`config.mk`:
```
export PLATFORM = sky130hd
export DESIGN_NAME = uart_cmd_rx
export DESIGN_NICKNAME = d
export VERILOG_FILES = /design/src/rtl/uart_cmd_rx.sv
export SDC_FILE = /design/constraint.sdc
export NUM_CORES = 1
export LEC_CHECK = 0
export CAP_MARGIN = 20
export CORE_MARGIN = 4
export CORE_UTILIZATION = 50
export DETAILED_ROUTE_END_ITERATION = 10
export GPL_TIMING_DRIVEN = 1
export PLACE_DENSITY_LB_ADDON = 0.2
export SYNTH_ARGS = -nofsm -noshare
export SYNTH_HDL_FRONTEND = slang
export SYNTH_SLANG_ARGS = --single-unit
```
`constraint.sdc`:
```
create_clock -name clk -period 2.5 [get_ports clk]
set_input_delay 0.5 -clock clk [delete_from_list [all_inputs] [get_ports clk]]
set_output_delay 0.5 -clock clk [all_outputs]
set_load 0.02 [all_outputs]
```
`src/rtl/uart_cmd_rx.sv`:
```
// uart_cmd_rx: 8N1 UART receiver delivering bytes over valid/ready with frame-error and overrun pulses
module uart_cmd_rx #(
  parameter int CLK_FREQ_HZ = 50_000_000,
  parameter int BAUD        = 115200
) (
  input  logic       clk,
  input  logic       rst,
  input  logic       uart_rxd,
  input  logic       rx_ready,
  output logic [7:0] rx_data,
  output logic       rx_valid,
  output logic       frame_err,
  output logic       overrun,
  output logic       rx_busy
);
  localparam int CLKS_PER_BIT = CLK_FREQ_HZ / BAUD;
  localparam int HALF_BIT     = CLKS_PER_BIT / 2;
  localparam int CW           = $clog2(CLKS_PER_BIT);
  localparam logic [CW-1:0] BIT_LAST  = CW'(CLKS_PER_BIT - 1);
  localparam logic [CW-1:0] HALF_LAST = CW'(HALF_BIT - 1);

  typedef enum logic [2:0] {IDLE, START, DATA, STOP, WAIT_IDLE} state_t;

  state_t        state_q, state_d;
  logic [CW-1:0] cnt_q, cnt_d;
  logic [2:0]    bit_idx_q, bit_idx_d;
  logic [7:0]    shift_q, shift_d;
  logic [1:0]    sync_q;
  logic [7:0]    rx_data_q, rx_data_d;
  logic          rx_valid_q, rx_valid_d;
  logic          frame_err_q, overrun_q, overrun_d, rx_busy_q;
  logic          deliver, ferr, load, rxd_s;

  assign rxd_s     = sync_q[1];
  assign rx_data   = rx_data_q;
  assign rx_valid  = rx_valid_q;
  assign frame_err = frame_err_q;
  assign overrun   = overrun_q;
  assign rx_busy   = rx_busy_q;

  // Next-state: sample mid-bit, shift LSB first, then hand the byte to the holding register
  always_comb begin
    state_d   = state_q;
    cnt_d     = cnt_q + 1'b1;
    bit_idx_d = bit_idx_q;
    shift_d   = shift_q;
    deliver   = 1'b0;
    ferr      = 1'b0;
    case (state_q)
      IDLE: begin
        cnt_d   = '0;
        state_d = rxd_s ? IDLE : START;
      end
      START: if (cnt_q == HALF_LAST) begin
        cnt_d     = '0;
        bit_idx_d = '0;
        state_d   = rxd_s ? IDLE : DATA;
      end
      DATA: if (cnt_q == BIT_LAST) begin
        cnt_d     = '0;
        shift_d   = {rxd_s, shift_q[7:1]};
        bit_idx_d = bit_idx_q + 3'd1;
        state_d   = (bit_idx_q == 3'd7) ? STOP : DATA;
      end
      STOP: if (cnt_q == BIT_LAST) begin
        cnt_d   = '0;
        deliver = rxd_s;
        ferr    = ~rxd_s;
        state_d = rxd_s ? IDLE : WAIT_IDLE;
      end
      WAIT_IDLE: begin
        cnt_d   = '0;
        state_d = rxd_s ? IDLE : WAIT_IDLE;
      end
      default: begin
        cnt_d   = '0;
        state_d = IDLE;
      end
    endcase
    load       = deliver & (~rx_valid_q | rx_ready);
    rx_valid_d = load | (rx_valid_q & ~rx_ready);
    rx_data_d  = load ? shift_q : rx_data_q;
    overrun_d  = deliver & rx_valid_q & ~rx_ready;
  end

  // State, counters, synchronizer and registered outputs
  always_ff @(posedge clk) begin
    if (rst) begin
      state_q     <= IDLE;
      cnt_q       <= '0;
      bit_idx_q   <= '0;
      shift_q     <= '0;
      sync_q      <= 2'b11;
      rx_data_q   <= '0;
      rx_valid_q  <= 1'b0;
      frame_err_q <= 1'b0;
      overrun_q   <= 1'b0;
      rx_busy_q   <= 1'b0;
    end else begin
      state_q     <= state_d;
      cnt_q       <= cnt_d;
      bit_idx_q   <= bit_idx_d;
      shift_q     <= shift_d;
      sync_q      <= {sync_q[0], uart_rxd};
      rx_data_q   <= rx_data_d;
      rx_valid_q  <= rx_valid_d;
      frame_err_q <= ferr;
      overrun_q   <= overrun_d;
      rx_busy_q   <= (state_q != IDLE);
    end
  end
endmodule

```
==> run metrics, run 1 <==
status completed; WP buf/inv 1; worst slew margin relative to its limit between 60% and 70%; row count 20; clk_lat worst skew 0.34 ns; Antenna Nets Post-Route 0; VDD IR max about 0.00027 V; I/O pin total 16; first-pass detailed-route iteration total 4; Max Slew Vio Count 0; Min Clock Period, post-route roughly 1.8 ns; Pwr Density slightly above 500 nW/um2; Min-Delay Path Class reg -> reg; final hold slack between 0.4 and 0.5 ns; Remaining DRCs 0; Die H around 65 um; final wirelength ~2.8 mm; post-DP HPWL roughly 2.1 mm; max cap viols 0; vias in the first global route 1,145; Layout fillers just under 300; post-CTS setup buffer count 0; die area 4240 um2; GRT Max-Usage Layer met2; vias about 1,200; CP Data Required Time approximately 2.0 ns; clk sinks 37; Worst-path clk slew between 0.1 and 0.15 ns; Nets 196; CP startpoint kind flip-flop; cts hold-fix bufs 0; Syn Area/Cell between 9 and 10 um2; crit path DAT roughly 1.3 ns; met2 Usage GRT 24.6%; RSZ-0062 raised after global routing no; final hold violations 0; GRT Total Usage between 10% and 20%; WL per Instance between 10 and 15 um; initial detailed-routing violation count between 40 and 50; TritonCTS clock tree yes; core area approximately 3100 um2; # port buffers 15; final clock skew 0.00640 ns; post-synthesis sequential area ratio 45.4%; Mapped Area ~1600 um2; Placer Congestion between 0.7 and 0.8; Vias/cell 5.13; yosys synthesis warning count 0; Layout area overhead 11.5%; met1 GRT Util between 10% and 20%; Worst Setup Path Type reg -> out; largest net degree at the start of global routing 18; H-tree level count 2; first-pass GRT wire length 5.12 mm; # diodes 0; Slowest cell on crit path clkdlybuf4s50_1; Overflow after GRT 0; Max Freq 556 MHz; Netlist cell types 39; post-route setup TNS 0 ns; asr flop ratio synth 0%; Initial Utilization 53.0%; initial antenna violation count 0; PostCTS Resize Cnt 0; clock root buffer clkbuf_4; crit-path leading delay family buffers and inverters; layout cells sized above 1 about a tenth; M3 GR Usage approximately 4.3%; worst-margin pin slew approximately 0.56 ns; Max clock buf depth 2; endpoint class of the critical path output port; synthesized instance count ~170; number of synthesized flops with an enable pin 0; critical path cell sequence clkdlybuf4s50_1; Synth Register Bits 37; final setup vio count 0; Leak Pwr about 0.64 nW; Chip Width roughly 65 um; CTS Buf Count 5; syn_nets between 150 and 200; Max FO, Critical Path 2; CP peak stage delay approximately 0.61 ns; Final period util between 70% and 80%; Top FF cell, synth dfxtp_1
[Yosys cell counts, types with 4 or more instances]
cell	instances	area, um2
inv_1	4	15.0
buf_6	4	45.0
dfxtp_1	37	741
ha_1	5	62.6
xnor2_1	4	35.0
a21oi_1	12	60.1
nand2_1	20	75.1
nand3_1	11	55.1
mux2i_1	8	80.1
nor2_1	27	101
[per-stage QoR]
stage	area (um2)	utilization, %	power (mW)	setup slack (ns)	std cells
after floorplan	1630	-	0.632	1.01	174
after global placement	1760	57.3	0.638	0.624	224
after detailed placement	1760	57.3	0.638	0.573	224
after CTS	1820	59.1	0.938	0.675	232
after global routing	1820	59.1	0.969	0.562	232
final	1820	59.1	0.928	0.700	232
[layer usage]
metal	vias up	routed length (um)
li1	618	-
met1	550	1310
met2	18	1340
met3	5	116
met4	0	53
met5	-	0
[state kept, by name, summed over array words and instances (netlist names)]
| name | count |
|---|---|
| bit_idx_q | 3 |
| cnt_q | 9 |
| frame_err | 1 |
| overrun | 1 |
| rx_busy | 1 |
| rx_data | 8 |
| rx_valid | 1 |
| shift_q | 8 |
| state_q | 3 |
| sync_q | 2 |
[logic make-up (layout without fill, tap and decap cells)]
group           count (synthesis)  in the layout  synth area share [%]
buf+inv                        15             29                  6.29
fa+ha+maj                       5              5                  3.83
compound gates                 19             19                  7.29
mux                             8              8                  4.91
flops                          37             37                  45.4
xor+xnor                        7              7                  3.76
simple gates                   83             83                  28.5
[layout make-up]
type	instances	area [um2]	area share [%]
well taps	44	55.1	3.03
repair buffers	17	165	9.08
flip-flops and latches	37	741	40.7
clock buffers	5	37.5	2.06
inverters	4	15.0	0.825
multi-input cells	122	788	43.3
clock inverters	3	17.5	0.963
[layout by cell type, fill, tap and decap left out, types with 2 or more instances in the layout]
cell type,netlist,routed
ha_1,5,5
a21oi_1,12,12
nor2_1,27,27
clkbuf_4,1,5
nor3_1,3,3
xnor2_1,4,4
clkinv_2,0,2
inv_1,4,4
nor3b_1,2,2
and3_1,2,2
nand3_1,11,11
or2_2,2,2
buf_4,3,2
clkdlybuf4s50_1,0,15
nand4_1,3,3
nand2_1,20,20
nand2b_1,2,2
xor2_1,3,3
mux2i_1,8,8
dfxtp_1,37,37
[power breakdown]
part	internal [mW]	total (mW)	switching, mW	leakage [nW]
clock network	0.106	0.304	0.198	0.0310
registers	0.593	0.597	0.00452	0.299
logic	0.0123	0.0271	0.0148	0.313
[worst paths after layout]
check / end / startpoint / slack, ns / cells after the start
min reg2reg: sync_q[1] / sync_q[0] / 0.42 / 1
max: rx_data[4] / rx_data[4] / 0.70 / 1
max reg2reg: bit_idx_q[1] / state_q[1] / 0.74 / 4
min: sync_q[1] / sync_q[0] / 0.42 / 1
No activity file was read; power rests on OpenSTA's default activity.
==> inputs of run 2 (changes only) <==
==> constraint.sdc (replaced) <==
create_clock -name clk -period 1.5 [get_ports clk]
set_input_delay 0.3 -clock clk [delete_from_list [all_inputs] [get_ports clk]]
set_output_delay 0.3 -clock clk [all_outputs]
set_load 0.02 [all_outputs]
==> run 2 against run 1 <==
  * The flow now finishes with violations (negative setup slack)
  * Worst setup slack worse by 0.73 ns
  * Final area increased by 13%
  * Non-clock buffer count increased by 20
  * Critical endpoint is now rx_data[7]
  * Largest cell class unchanged
  * Via count is 5.3% higher
  * Routed wire length increased by 9.9%
  * Count of clock-buffer cells in the layout grew 1
  * Sequential power increased by 66%
==> run metrics, run 2 (same netlist as run 1, synthesis figures left out) <==
Clock power frac between 40% and 50%; crit-path leading delay family simple AND/OR/NAND/NOR gates; GRT Total Usage approximately 17%; worst-margin pin slew roughly 0.32 ns; Comb pwr share between 3 and 4%; Vias/cell 4.98; dpl cell area roughly 2000 um2; die area roughly 4200 um2; critical path cell sequence inv_2, ha_4, nand4b_4, nor4b_4, buf_12, mux2i_1, nor2_1; first-pass GRT wire length ~5.4 mm; WP buf/inv 2; I/O pin total 16; Design Area, Final a little over 2000 um2; Pwr Density 877 nW/um2; Placed Instances 244; CTS Buf Count 5; status complete, but fails checks; # port buffers 15; Worst Hold Endpoint sync_q[1]; final wirelength between 3 and 4 mm; hold path startpoint sync_q[0]; largest net degree at the start of global routing 16; final setup vio count 8; TritonCTS clock tree yes; hold path depth 1; Nets 216; core area between 3000 and 4000 um2; internal power approximately 1.4 mW; Min Clock Period, post-route roughly 1.5 ns; Overall Power approximately 1.8 mW; Sw Ratio between 20% and 30%; max cap viols 0; worst slew margin relative to its limit 78.8%; Layout area overhead 26.1%; Reg power frac 55.0%; largest reg by FF count cnt_q; Die H ~65 um; Max FO, Critical Path 8; Util after Layout between 60% and 70%; r2r endpoint rx_data[7]; Worst Setup Path Type reg -> reg; CP startpoint kind flip-flop; Final period util 102%; Remaining DRCs 0; worst r2r path cells 7; # diodes 0; Antenna Nets Post-Route 0; leading cell type in the layout, fill and taps excluded dfxtp_1; final hold violations 0; failing checks negative setup slack; max reg flops 9; final clock skew approximately 0.0074 ns; row count 20; Psw around 0.39 mW; post-DP HPWL around 2.3 mm; Slowest cell on crit path dfxtp_2; initial detailed-routing violation count 100; H-tree level count 2; Max Slew Vio Count 0; Reg-to-Reg Start cnt_q[1]; endpoint class of the critical path flip-flop; Leak Pwr 0.831 nW; VDD IR max between 0.0005 and 0.0006 V; Worst-path clk slew around 0.12 ns; crit path launch cnt_q[1]; vias in the first global route between 1,000 and 1,500; DP Worst Slack -0.177 ns; clock root buffer clkbuf_4; most frequent cells in the layout dfxtp_1 (34), nor2_1 (27), nand2_1 (20); cts hold-fix bufs 0; first-pass detailed-route iteration total 4; CP Data Required Time ~1.8 ns; WL per Instance about 12 um; Min-Delay Path Class reg -> reg; Initial Utilization a little over half; layout cells sized above 1 a little over a fifth; RSZ-0062 raised after global routing yes; Chip Width between 60 and 70 um; Max clock buf depth 2; final hold slack ~0.43 ns; R2R Setup Slk -0.03 ns; post-route setup TNS -0.0842 ns; Max Freq about 650 MHz; post-layout worst setup margin -0.0273 ns; CP peak stage delay between 0.3 and 0.4 ns; Overflow after GRT 0; vias 1,254; crit path DAT approximately 1.8 ns; Placer Congestion roughly 0.78; initial antenna violation count 0; clk sinks 37; clk_lat worst skew 0.35 ns; Final Non-Filler Cells 252
==> run 2: changes by cell type in the layout (fill, tap and decap cells not counted), sizes merged <==
cell	previous run	this run
dlygate4sd2	0	12
clkbuf	5	6
buf	2	22
clkinv	2	0
bufinv	0	1
clkdlybuf4s50	15	3
==> run 2: power groups by stage <==
stage	registers, mW	clock network, mW	logic (mW)
finish	0.992	0.749	0.0640
global route	0.994	0.812	0.0705
CTS	0.992	0.758	0.0640
floorplan	1.01	0	0.0379
global placement	1.02	0	0.0615
detailed placement	1.02	0	0.0625
==> run 2: cell type report <==
| type | count | area, um2 |
|---|---|---|
| Fill cell | 276 | 1020 |
| Timing Repair Buffer | 37 | 342 |
| Sequential cell | 37 | 747 |
| Clock inverter | 2 | 37.5 |
| Tap cell | 44 | 55.1 |
| Clock buffer | 6 | 51.3 |
| Multi-Input combinational cell | 122 | 810 |
| Inverter | 4 | 15.0 |
==> run 2: worst max-delay path by stage <==
stage / endpoint / slack (ns) / cells past startpoint
after detailed placement: rx_data[7] / -0.18 / 6
after global routing: rx_data[7] / -0.12 / 7
after global placement: rx_data[5] / -0.12 / 6
final: rx_data[7] / -0.03 / 7
after CTS: rx_data[7] / -0.06 / 7
after floorplan: cnt_q[2] / 0.008 / 6
==> run 2: what timing repair did <==
item / CTS / global route
gates resized for setup: 20 / 2
setup endpoints to repair: 39 / 30
pin swaps: 2 / 1
setup buffers: 0 / 0
==> run 2: worst reg2reg max path, stage by stage (launching register included) <==
cell	delay (ns)
dfxtp_2	0.34
inv_2	0.07
ha_4	0.14
nand4b_4	0.13
nor4b_4	0.33
buf_12	0.17
mux2i_1	0.20
nor2_1	0.05
==> run 2: layer usage <==
metal  share of wire, %  global-route usage [%]  vias to the layer above
li1                   -                       -                      656
met1                 43                    18.3                      571
met2                 51                    29.1                       20
met3                4.1                    4.27                        7
met4                1.9                    9.59                        0
met5                  0                       0                        -
